File: src/rtl/uart_word_packer.sv
// Packs UART RX bytes (header + WIDTH_DOUT/8 payload bytes) into one coprocessor word per frame.
// Optional trailing XOR checksum byte when PACKER_CHECKSUM_EN is defined.
module uart_word_packer #(
  parameter int unsigned WIDTH_DOUT     = 128,
  parameter int unsigned TIMEOUT_CYCLES = 100000
) (
  input  logic                  clk,
  input  logic                  rst,
  input  logic [7:0]            rx_data,
  input  logic                  rx_valid,
  output logic [WIDTH_DOUT-1:0] dout,
  output logic                  dout_valid,
  output logic [5:0]            control,
  output logic                  frame_err,
  output logic                  busy
);

  localparam int unsigned NBYTES = WIDTH_DOUT / 8;
  localparam int unsigned CNT_W  = (NBYTES > 1) ? $clog2(NBYTES) : 1;
  localparam int unsigned TMR_W  = (TIMEOUT_CYCLES > 0) ? $clog2(TIMEOUT_CYCLES + 1) : 1;

`ifdef PACKER_CHECKSUM_EN
  typedef enum logic [1:0] {ST_IDLE, ST_PAYLOAD, ST_CHECK} state_t;
  logic [7:0] csum;
`else
  typedef enum logic [1:0] {ST_IDLE, ST_PAYLOAD} state_t;
`endif

  state_t                state;
  logic [CNT_W-1:0]      cnt;
  logic [TMR_W-1:0]      timer;
  logic [WIDTH_DOUT-1:0] shreg;
  logic [5:0]            pend_ctrl;
  logic                  emit_pend;
  logic                  timeout_c;
  logic                  last_byte_c;

  // Timeout fires once the idle count inside a frame reaches the limit.
  assign timeout_c   = (TIMEOUT_CYCLES != 0) && (state != ST_IDLE) &&
                       (timer == TMR_W'(TIMEOUT_CYCLES));
  assign last_byte_c = (cnt == CNT_W'(NBYTES - 1));

  always_ff @(posedge clk) begin
    if (rst) begin
      state      <= ST_IDLE;
      cnt        <= '0;
      timer      <= '0;
      shreg      <= '0;
      pend_ctrl  <= '0;
      emit_pend  <= 1'b0;
      dout       <= '0;
      dout_valid <= 1'b0;
      control    <= '0;
      frame_err  <= 1'b0;
      busy       <= 1'b0;
`ifdef PACKER_CHECKSUM_EN
      csum       <= '0;
`endif
    end else begin
      dout_valid <= 1'b0;
      frame_err  <= 1'b0;
      emit_pend  <= 1'b0;

      // Publish a completed frame one edge after its final byte was accepted.
      if (emit_pend) begin
        dout       <= shreg;
        control    <= pend_ctrl;
        dout_valid <= 1'b1;
      end

      case (state)
        ST_IDLE: begin
          if (rx_valid && (rx_data[7:6] == 2'b10)) begin
            pend_ctrl <= rx_data[5:0];
            cnt       <= '0;
            timer     <= '0;
            state     <= ST_PAYLOAD;
            busy      <= 1'b1;
`ifdef PACKER_CHECKSUM_EN
            csum      <= rx_data;
`endif
          end
        end

        ST_PAYLOAD: begin
          if (timeout_c) begin
            frame_err <= 1'b1;
            shreg     <= '0;
            cnt       <= '0;
            timer     <= '0;
            state     <= ST_IDLE;
            busy      <= 1'b0;
          end else if (rx_valid) begin
            shreg <= WIDTH_DOUT'({shreg, rx_data});
            timer <= '0;
            cnt   <= cnt + 1'b1;
`ifdef PACKER_CHECKSUM_EN
            csum  <= csum ^ rx_data;
            if (last_byte_c) begin
              cnt   <= '0;
              state <= ST_CHECK;
            end
`else
            if (last_byte_c) begin
              cnt       <= '0;
              state     <= ST_IDLE;
              busy      <= 1'b0;
              emit_pend <= 1'b1;
            end
`endif
          end else if (TIMEOUT_CYCLES != 0) begin
            timer <= timer + 1'b1;
          end
        end

`ifdef PACKER_CHECKSUM_EN
        ST_CHECK: begin
          if (timeout_c) begin
            frame_err <= 1'b1;
            shreg     <= '0;
            timer     <= '0;
            state     <= ST_IDLE;
            busy      <= 1'b0;
          end else if (rx_valid) begin
            timer <= '0;
            state <= ST_IDLE;
            busy  <= 1'b0;
            if (rx_data == csum) begin
              emit_pend <= 1'b1;
            end else begin
              frame_err <= 1'b1;
            end
          end else if (TIMEOUT_CYCLES != 0) begin
            timer <= timer + 1'b1;
          end
        end
`endif

        default: begin
          state <= ST_IDLE;
          busy  <= 1'b0;
        end
      endcase
    end
  end

endmodule
File: config.mk
export PLATFORM = sky130hd
export DESIGN_NAME = uart_word_packer
export DESIGN_NICKNAME = d
export VERILOG_FILES = /design/src/rtl/uart_word_packer.sv
export SDC_FILE = /design/constraint.sdc
export NUM_CORES = 1
export LEC_CHECK = 0
export BUFFER_PORTS_ARGS = -buffer_cell sky130_fd_sc_hd__buf_2
export CAP_MARGIN = 20
export CELL_PAD_IN_SITES_DETAIL_PLACEMENT = 1
export CELL_PAD_IN_SITES_GLOBAL_PLACEMENT = 1
export CORE_ASPECT_RATIO = 1.75
export CORE_UTILIZATION = 44
export DETAILED_ROUTE_END_ITERATION = 12
export GPL_TIMING_DRIVEN = 0
export PLACE_DENSITY_LB_ADDON = 0.1
export SLEW_MARGIN = 20
export SYNTH_ARGS = -nofsm -noshare
export SYNTH_HDL_FRONTEND = slang
export SYNTH_SLANG_ARGS = --single-unit
export TNS_END_PERCENT = 10
File: constraint.sdc
create_clock -name clk -period 1.9 [get_ports clk]
set_input_delay 0.285 -clock clk [delete_from_list [all_inputs] [get_ports clk]]
set_output_delay 0.285 -clock clk [all_outputs]
set_load 0.01 [all_outputs]
# == After elaboration in Yosys (flattened, before gate mapping) ==
# Index checks and enable logic that the tools add are counted.
# op_classes
add_sub_neg,2
eq_ne,7
muxes,24
bitwise_logic,2
reduce_logical,13
# op_table
op,n
$mux W128,2
$mux W17,3
$pmux W17 S2,1
$add A17 B1 Y17 const B,1
$eq A17 B17 Y1 const B,1
$mux W4,4
$mux W2,4
$pmux W4 S2,1
$mux W1,7
$ne A3 B3 Y1 const B,2
$reduce_and A2 Y1,3
$reduce_and A3 Y1,2
$reduce_bool A2 Y1,3
$add A4 B1 Y4 const B,1
$eq A4 B4 Y1 const B,1
$pmux W2 S2,1
$reduce_or A4 Y1,1
$eq A2 B1 Y1 const B,1
$eq A2 B2 Y1 const B,1
$logic_and A1 B1 Y1,2
$logic_not A2 Y1,1
$ne A2 B2 Y1 const B,1
$not A1 Y1,2
$pmux W1 S2,1
$reduce_or A2 Y1,1
# word_totals
regBits,295
inputBits,11
elab_cells,59

# == Depth between registers and ports, before layout ==
# Gate-level depths: netlist of run 1.
# depth
depth_word,5
mapped_depth,9
ltp_nobuf,6

# == Worst setup path before layout of run 1 ==
# OpenSTA, ideal clock, no wires.
# synth_timing
kind,register to register
start,register timer[0]
end,register shreg[49]
setup_ns,0.130
arrival_time_ns,1.531
t_required_ns,1.770
setup_slack_ns,0.239
path_stages_with_launch,10
period_less_slack_ns,1.661
path_cell_list,dfxtp_1 > inv_1 > ha_1 > nor4bb_1 > nand4_1 > buf_4 > nand3_2 > buf_4 > buf_2 > o22ai_1
# synth_via
elab_chain_cells,4
# synth_rtl
item,line,text
from (decl),31,logic [TMR_W-1:0] timer;
from (signal assigned),112,timer <= timer + 1'b1;
$eq A17 B17 Y1 *,40,(timer == TMR_W'(TIMEOUT_CYCLES));
$logic_and A1 B1 Y1 *,39,assign timeout_c = (TIMEOUT_CYCLES != 0) && (state != ST_IDLE) &&
$reduce_bool A2 Y1 (no source line),--,
$reduce_and A2 Y1 (no source line),--,
to (signal assigned),94,"shreg <= WIDTH_DOUT'({shreg, rx_data});"
to (decl),32,logic [WIDTH_DOUT-1:0] shreg;
# Mark *: on every way between the ends. The rest lies on a longest branch, timed or not.
# A chain may end at the register's enable or synchronous reset.

# == Worst setup path in the final report of run 1 ==
# layout_timing
start,register timer[0]
end,register shreg[56]
# The elaborated chain is that of the path after synthesis.

==> metrics.txt, run 1 <==
status finished with violations; failing checks negative setup slack; I/O pin count 148; WHS 20.3 ps; Cell Area, Placed 11900 um^2; async set-reset flop share out of synthesis 0; Min-Delay Path Class in2reg; DIE HEIGHT 209 um; Worst setup SP type register; worst reg2reg path endpoint shreg[56]; Post-layout nets 1280; CP Max Fanout 7; row cnt 75; Layout area overhead 23.0%; fillers 2775; vias in the first global route 8982; area leader, netlist dfxtp_1; post-synth net total 1089; post-route design area 13200 um^2; Final setup viols 96; utilization after layout 0.551; worst skew pair latency 560 ps; minimum clock period 1940 ps; crit path kind reg2reg; Final Non-Filler Cells 1595; Synth area leaders dfxtp_1 (55%), mux2i_1 (12%), nand2b_1 (7.1%); RSZ-0062 raised after global routing yes; post-DR vias/cell 5.31; Num Clock Sinks 293; Max Cap Viol 0; Worst-path clk slew 70 ps; post-synthesis register bit count 293; Slew Viols, Final 0; CTS max path bufs 3; register-to-register setup slack -40 ps; Root Buffer clkbuf_16; CTS tree built; largest net degree at the start of global routing 16; Worst EP required 2340 ps; sequential share of the synthesized area 0.545; P_leak 4.91 nW; dpl ws -391 ps; worst IR drop on VDD 0.000632 V; first-pass GRT wire length 48.0 mm; RD Place Congestion 0.881; CORE AREA 24000 um^2; port buffer count 147; Gate Count Post-Synth 1075; CP endpoint shreg[56]; grt peak-use layer met2; initial core utilization 0.448; PD cells 912 nW/um^2; Yosys cell types 48; number of CTS-inserted buffers 27; drt pass-1 iters 4; Die Wd 120 um; max_slew headroom 0.470; met3 Use GR 0.0453; Hold Startpoint rx_data[2]; H-tree depth reported by CTS 1; DR iter-0 viols 290; CP Launch Point timer[0]; worst r2r src timer[0]; GR Util met1 0.246; Antenna Cells 0; layout cells sized above 1 0.205; Final Cycle Share 1.02; crit path DAT 2380 ps; GRT met2 Usage 0.470; Final Hold Fails 0; grt total ovfl 0; CP Capture Type register; fmax 516 MHz; mean area per synthesized cell 10.0 um^2; final antenna-violating net count 0; actual slew at the worst max-slew pin 796 ps; dpl cells 1530; Sum Neg Setup Slack -1580 ps; top cell type's share of synthesized area 0.545; total power 12.1 mW; Ys Warns 0; vias 8470; Syn Std Cell Area 10800 um^2; WL/cell 19.1 um; skew final 10.8 ps; Remaining DRCs 0; Die ar. 25100 um^2; final wirelength 30.5 mm; Top FF cell, synth dfxtp_1; reg2reg path depth 10; Final WS setup -38.1 ps; total track usage 0.243; number of enable flip-flop cells after synthesis 0; Detailed Place HPWL 22.3 mm; antenna violations before repair 0
synthesized netlist by cell type (5+ instances only):
cell type and number:
a21oi_1 12, a31oi_1 5, buf_1 6, buf_2 27
buf_4 11, clkbuf_1 44, dfxtp_1 293, inv_1 14
mux2i_1 134, nand2_1 28, nand2b_1 122, nand3_1 10
nand4_1 19, nor2_1 139, nor2b_1 12, nor3_1 6
o211ai_1 5, o21ai_0 13, o22ai_1 112, o32ai_1 9
worst min-delay path by stage:
| stage | end | cells past startpoint |
|---|---|---|
| 6_report | pend_ctrl[2] | 3 |
| 4_1_cts | pend_ctrl[2] | 3 |
| 5_1_grt | shreg[7] | 3 |
| 3_3_place_gp | pend_ctrl[3] | 2 |
| 2_1_floorplan | pend_ctrl[0] | 2 |
| 3_5_place_dp | pend_ctrl[1] | 2 |
report_power, final:
part | leakage, nW | switching (mW) | internal (mW)
combinational | 2.10 | 0.249 | 0.148
clock | 0.445 | 2.39 | 3.13
sequential | 2.36 | 0.00866 | 6.15
cells in the final DEF, fill, tap and decap left out, types with 3 or more instances in the layout:
master / count
nand4bb_1: 3
o21ai_0: 13
a21oi_1: 12
o22ai_1: 110
buf_12: 3
clkbuf_16: 29
clkbuf_8: 9
nor4_1: 4
buf_6: 9
nand4_1: 19
mux2i_1: 134
buf_8: 10
nor3_1: 6
buf_2: 161
o32ai_1: 9
inv_1: 12
nor2_1: 138
buf_1: 8
nand3_1: 10
a211oi_1: 3
dlygate4sd3_1: 3
buf_4: 11
nand2_1: 28
nand2b_1: 122
clkbuf_2: 3
clkbuf_1: 43
o211ai_1: 5
or4_1: 4
dfxtp_1: 289
nor2b_1: 12
xor2_1: 3
clkinv_2: 3
a31oi_1: 5
dfxtp_2: 4
worst max-delay path: stages (launching register included):
cell and delay (ps):
dfxtp_2 330, inv_2 80, ha_4 140, nor4bb_4 200, nand4_1 200, buf_4 200
a21oi_4 160, buf_12 150, clkbuf_16 150, clkbuf_16 130, o22ai_1 70
cell families (layout without fill, tap and decap cells):
kind of cell    after synthesis  count (layout)  share of synthesized area
compound gates              173             173                      0.103
mux                         134             134                      0.125
flops                       293             293                      0.545
buf+inv                     102             314                     0.0426
fa+ha+maj                     3               3                    0.00349
xor+xnor                      3               3                    0.00244
simple gates                367             367                      0.178
registers in the layout, summed over array words and instances (netlist names):
signal      count
dout          128
shreg         128
timer          17
control         6
pend_ctrl       6
cnt             4
busy            1
dout_valid      1
emit_pend       1
frame_err       1
cell type report:
type | count | area, um^2 | area share
flip-flops and latches | 293 | 5870 | 0.444
multi-input cells | 680 | 4510 | 0.340
repair buffers | 163 | 963 | 0.0728
clock buffers | 42 | 822 | 0.0621
plain buffers | 87 | 548 | 0.0414
well taps | 308 | 385 | 0.0291
clock inverters | 8 | 88.8 | 0.00671
inverters | 14 | 52.6 | 0.00397
metal layers:
metal,part of all wire,wire length (um),vias up
met4,0.032,984,0
met2,0.56,17100,169
met5,0,0,-
met3,0.040,1220,63
li1,-,-,4162
met1,0.37,11200,4076
what timing repair did:
| item | CTS | global route |
|---|---|---|
| hold endpoints to repair | 3 | 0 |
| pin swaps | 2 | 5 |
| resized for setup | 35 | 40 |
| cloned | 2 | 2 |
| endpoints found under the setup margin | 142 | 215 |
| hold buffers | 3 | 0 |
| buffers inserted | 8 | 1 |
No activity file was read; power rests on OpenSTA's default activity.
==> inputs of run 2 (changes only) <==
--- a/config.mk
+++ b/config.mk
@@ -10,11 +10,10 @@
 export CELL_PAD_IN_SITES_DETAIL_PLACEMENT = 1
 export CELL_PAD_IN_SITES_GLOBAL_PLACEMENT = 1
 export CORE_ASPECT_RATIO = 1.75
-export CORE_UTILIZATION = 44
+export CORE_UTILIZATION = 40
 export DETAILED_ROUTE_END_ITERATION = 12
 export GPL_TIMING_DRIVEN = 0
 export PLACE_DENSITY_LB_ADDON = 0.1
-export SLEW_MARGIN = 20
 export SYNTH_ARGS = -nofsm -noshare
 export SYNTH_HDL_FRONTEND = slang
 export SYNTH_SLANG_ARGS = --single-unit
==> run 2 against run 1 <==
Net effect:
- the flow still finishes with violations (negative setup slack)
- critical path depth is 1 higher
- utilization is 4.3 points lower
- register-to-register slack hardly changed
- worst setup slack worse by 11 ps
- global-route usage is 1.6 points lower
- combinational power is 5.3% higher
- flip-flop and latch count stayed put
- clock power hardly changed
- sequential share of layout area is 0.70 points lower
- clock-buffer cell count is 2 lower
- final cell count is 1.5% higher
- sequential power hardly changed
==> metrics.txt, run 2 (synthesized netlist as in run 1, its figures left out) <==
first-pass GRT wire length 49.2 mm; final wirelength 31.1 mm; Slew Viols, Final 0; fillers 3036; row cnt 79; top flop regs dout x128, shreg x128, timer x17; Num Clock Sinks 293; RD Place Congestion 0.853; Post-layout nets 1290; final antenna-violating net count 0; RSZ-0062 raised after global routing yes; Antenna Cells 0; Final WS setup -48.7 ps; port buffer count 147; CP Max Fanout 10; Final Non-Filler Cells 1619; Final Hold Fails 0; sw frac 0.219; Worst-path clk slew 60 ps; internal power 9.42 mW; post-DR vias/cell 5.27; layout cells sized above 1 0.218; fmax 513 MHz; total track usage 0.227; Worst setup SP type register; crit path DAT 2390 ps; Remaining DRCs 0; antenna violations before repair 0; reg2reg path depth 11; minimum clock period 1950 ps; Detailed Place HPWL 22.6 mm; Final Cycle Share 1.03; DIE HEIGHT 219 um; actual slew at the worst max-slew pin 790 ps; max_slew headroom 0.473; largest net degree at the start of global routing 15; CTS max path bufs 3; crit path kind reg2reg; CP Capture Type register; DR iter-0 viols 358; failing checks negative setup slack; Die Wd 126 um; PD cells 897 nW/um^2; WL/cell 19.2 um; register-to-register setup slack -50 ps; P_leak 4.99 nW; I/O pin count 148; Reg power frac 0.510; skew final 25.2 ps; CORE AREA 26500 um^2; worst r2r src timer[1]; dpl cells 1546; Final setup viols 67; commonest non-fill, non-tap cell in the layout dfxtp_1; worst reg2reg path endpoint shreg[88]; initial core utilization 0.406; vias in the first global route 9057; clock power share 0.455; status finished with violations; number of CTS-inserted buffers 28; Root Buffer clkbuf_16; total power 12.1 mW; Hold Startpoint rx_data[0]; Sum Neg Setup Slack -1490 ps; worst skew pair latency 560 ps; Die ar. 27600 um^2; Worst EP required 2340 ps; Layout area overhead 25.0%; Worst Hold Endpoint pend_ctrl[0]; CTS tree built; Max Cap Viol 0; Comb pwr share 0.035; most frequent cells in the layout dfxtp_1 (288), buf_2 (159), nor2_1 (139), mux2i_1 (134), nand2b_1 (122); NetSw 2.65 mW; H-tree depth reported by CTS 1; grt total ovfl 0; vias 8533; worst IR drop on VDD 0.000630 V; Hold Path Cell Cnt 3; Min-Delay Path Class in2reg; drt pass-1 iters 4
-- run 2: final cells by class --
type / instances / area [um^2] / area share
clock inverter: 9 / 83.8 / 0.00623
buffer: 87 / 549 / 0.0408
inverter: 14 / 52.6 / 0.00391
timing repair buffer: 172 / 1100 / 0.0815
clock buffer: 40 / 816 / 0.0606
multi-input combinational: 680 / 4580 / 0.340
sequential: 293 / 5870 / 0.437
tap: 324 / 405 / 0.0301
-- run 2: worst max path at each step --
stage,from,to,slack (ps),depth (start not counted)
detailed placement,rst,dout[75],-520,5
CTS,timer[1],shreg[123],-50,12
floorplan,timer[0],shreg[49],240,9
finish,timer[1],shreg[88],-50,11
global route,timer[3],shreg[66],-160,9
global placement,rst,timer[0],-510,5
-- run 2: power by group through the flow --
stage | clock network (mW) | logic, mW | registers [mW]
finish | 5.49 | 0.418 | 6.16
global placement | 0 | 0.341 | 6.30
CTS | 5.63 | 0.415 | 6.16
floorplan | 0 | 0.216 | 6.30
global route | 5.87 | 0.452 | 6.16
detailed placement | 0 | 0.342 | 6.30
-- run 2: timing repair --
action                     in CTS  in global routing
hold buffers                    4                  0
setup endpoints to repair     183                155
gates resized for setup        70                 21
gates cloned                    4                  1
hold endpoints to repair        4                  0
pin swaps                      24                  8
setup buffers                  16                  0
-- run 2: critical path: stages, from the launching register on --
cell	delay (ps)
dfxtp_2	330
inv_2	70
ha_4	130
nor4bb_4	190
nand4_1	170
buf_4	180
a21oi_4	130
buf_12	130
buf_8	120
buf_12	160
buf_8	140
o22ai_1	90
-- run 2: metrics by stage --
stage,hold slack (ps),setup slack (ps),utilization,area [um^2]
global placement,446,-514,0.449,11900
detailed placement,451,-518,0.449,11900
finish,54.9,-48.7,0.508,13500
floorplan,421,239,-,10800
CTS,29.7,-47.1,0.504,13300
global route,50.2,-157,0.508,13500
-- run 2: metal layers --
layer  global-route usage  share of wire
met1                0.235           0.37
met2                0.444           0.55
met3               0.0383          0.040
met4               0.0936          0.032
met5                    0              0
==> inputs of run 3 (changes only) <==
--- a/config.mk
+++ b/config.mk
@@ -13,6 +13,7 @@
 export CORE_UTILIZATION = 40
 export DETAILED_ROUTE_END_ITERATION = 12
 export GPL_TIMING_DRIVEN = 0
+export MAX_ROUTING_LAYER = met4
 export PLACE_DENSITY_LB_ADDON = 0.1
 export SYNTH_ARGS = -nofsm -noshare
 export SYNTH_HDL_FRONTEND = slang
==> run 3 against run 2 <==
Net effect:
- the run still ends with negative setup slack left
- critical path depth fell by 1
- register-to-register slack hardly changed
- design area barely moved
- combinational power is essentially flat
- critical path type unchanged
- critical endpoint is now shreg[123]
==> metrics.txt, run 3 (synthesized netlist as in run 1, its figures left out) <==
status finished with violations; failing checks negative setup slack; drt pass-1 iters 4; WL/cell 19.2 um; Crit path buffers/inverters 6; crit path kind reg2reg; Slew Viols, Final 0; vias in the first global route 9073; Worst setup SP type register; CTS max path bufs 3; number of CTS-inserted buffers 28; P_leak 4.99 nW; CP peak stage delay 430 ps; utilization after layout 0.508; Root Buffer clkbuf_16; vias 8522; total track usage 0.234; met2 WL 17.1 mm; Worst EP required 2370 ps; crit-path leading delay family buffers and inverters; minimum clock period 1950 ps; Critical-path top delay cell dfxtp_1; worst IR drop on VDD 0.000628 V; grt total ovfl 0; top flop regs dout x128, shreg x128, timer x17; WHS 59.5 ps; Final WS setup -54.6 ps; CORE AREA 26500 um^2; Antenna Cells 0; layout cells sized above 1 0.217; PD cells 896 nW/um^2; actual slew at the worst max-slew pin 812 ps; H-tree depth reported by CTS 1; Post-layout nets 1290; crit path DAT 2430 ps; DIE HEIGHT 219 um; Die Wd 126 um; Die ar. 27600 um^2; Final Non-Filler Cells 1619; Worst-path clk slew 70 ps; CP Capture Type register; port buffer count 147; total power 12.1 mW; I/O pin count 148; CP Cell Sequence and4bb_2 > nand4_1 > buf_4 > a21oi_4 > buf_12 > buf_12 > buf_16 > buf_12 > buf_4 > o32ai_1; CP most frequent cell buf_12; RSZ-0062 raised after global routing yes; first-pass GRT wire length 49.1 mm; initial core utilization 0.406; post-DR vias/cell 5.26; fmax 512 MHz; most frequent cells in the layout dfxtp_1 (288), buf_2 (158), nor2_1 (139), mux2i_1 (134), nand2b_1 (122); antenna violations before repair 0; Detailed Place HPWL 22.6 mm; commonest non-fill, non-tap cell in the layout dfxtp_1; DR iter-0 viols 337; Num Clock Sinks 293; final antenna-violating net count 0; skew final 25.7 ps; final wirelength 31.1 mm; Final Hold Fails 0; CP Max Fanout 7; DR WL met3 1.23 mm; RD Place Congestion 0.869; CTS tree built; Max Cap Viol 0; dpl cells 1546; Final Cycle Share 1.03; largest net degree at the start of global routing 15; max_slew headroom 0.459; Highest Signal Layer met4; Final setup viols 51; M1 wire length 11.7 mm; row cnt 79; Min-Delay Path Class in2reg; Remaining DRCs 0; worst skew pair latency 560 ps; Layout area overhead 25.1%
## run 3: what timing repair did
action / in CTS / in global routing
setup endpoints to repair: 183 / 155
hold buffers: 4 / 0
endpoints found under the hold margin: 4 / 0
buffers inserted: 16 / 0
pin swaps: 24 / 8
gates cloned: 4 / 1
resized for setup: 70 / 24
## run 3: metrics by stage
step                      setup TNS, ps  cell area [um^2]  setup slack (ps)
after floorplan                       0             10800               239
after global placement           -91270             11900              -514
after detailed placement        -102020             11900              -518
after CTS                         -1030             13300             -47.1
after global routing             -10880             13500              -157
final                             -1220             13500             -54.6
## run 3: final timing paths
check	cells after the start	slack, ps	to	startpoint
setup / recovery	10	-50	shreg[123]	timer[8]
hold / removal	3	60	shreg[6]	rx_data[6]
setup reg to reg	10	-50	shreg[123]	timer[8]
hold reg to reg	2	460	pend_ctrl[2]	pend_ctrl[2]
## run 3: routing by layer
layer,vias to the layer above,track usage
met2,162,0.444
met3,59,0.0388
met5,-,-
li1,4185,-
met4,0,0.0936
met1,4116,0.235
## run 3: where the power goes
group          leakage [nW]  switching [mW]  internal [mW]  total (mW)
Combinational          2.19           0.257          0.164       0.421
Sequential             2.36         0.00849           6.15        6.16
Clock                 0.446            2.37           3.11        5.48
Total                  4.99            2.64           9.43        12.1
## run 3: area by class of cell
| cell class | count | area, um^2 |
|---|---|---|
| repair buffers | 172 | 1100 |
| multi-input cells | 680 | 4570 |
| clock inverters | 9 | 83.8 |
| clock buffers | 40 | 816 |
| inverters | 14 | 52.6 |
| plain buffers | 87 | 559 |
| flip-flops and latches | 293 | 5870 |
| well taps | 324 | 405 |
| fillers | 3037 | 13000 |
## run 3: worst register-to-register path: stages (launching register included)
cell and delay, ps:
dfxtp_1 430, and4bb_2 270, nand4_1 130, buf_4 140, a21oi_4 50, buf_12 140
buf_12 130, buf_16 140, buf_12 120, buf_4 120, o32ai_1 200
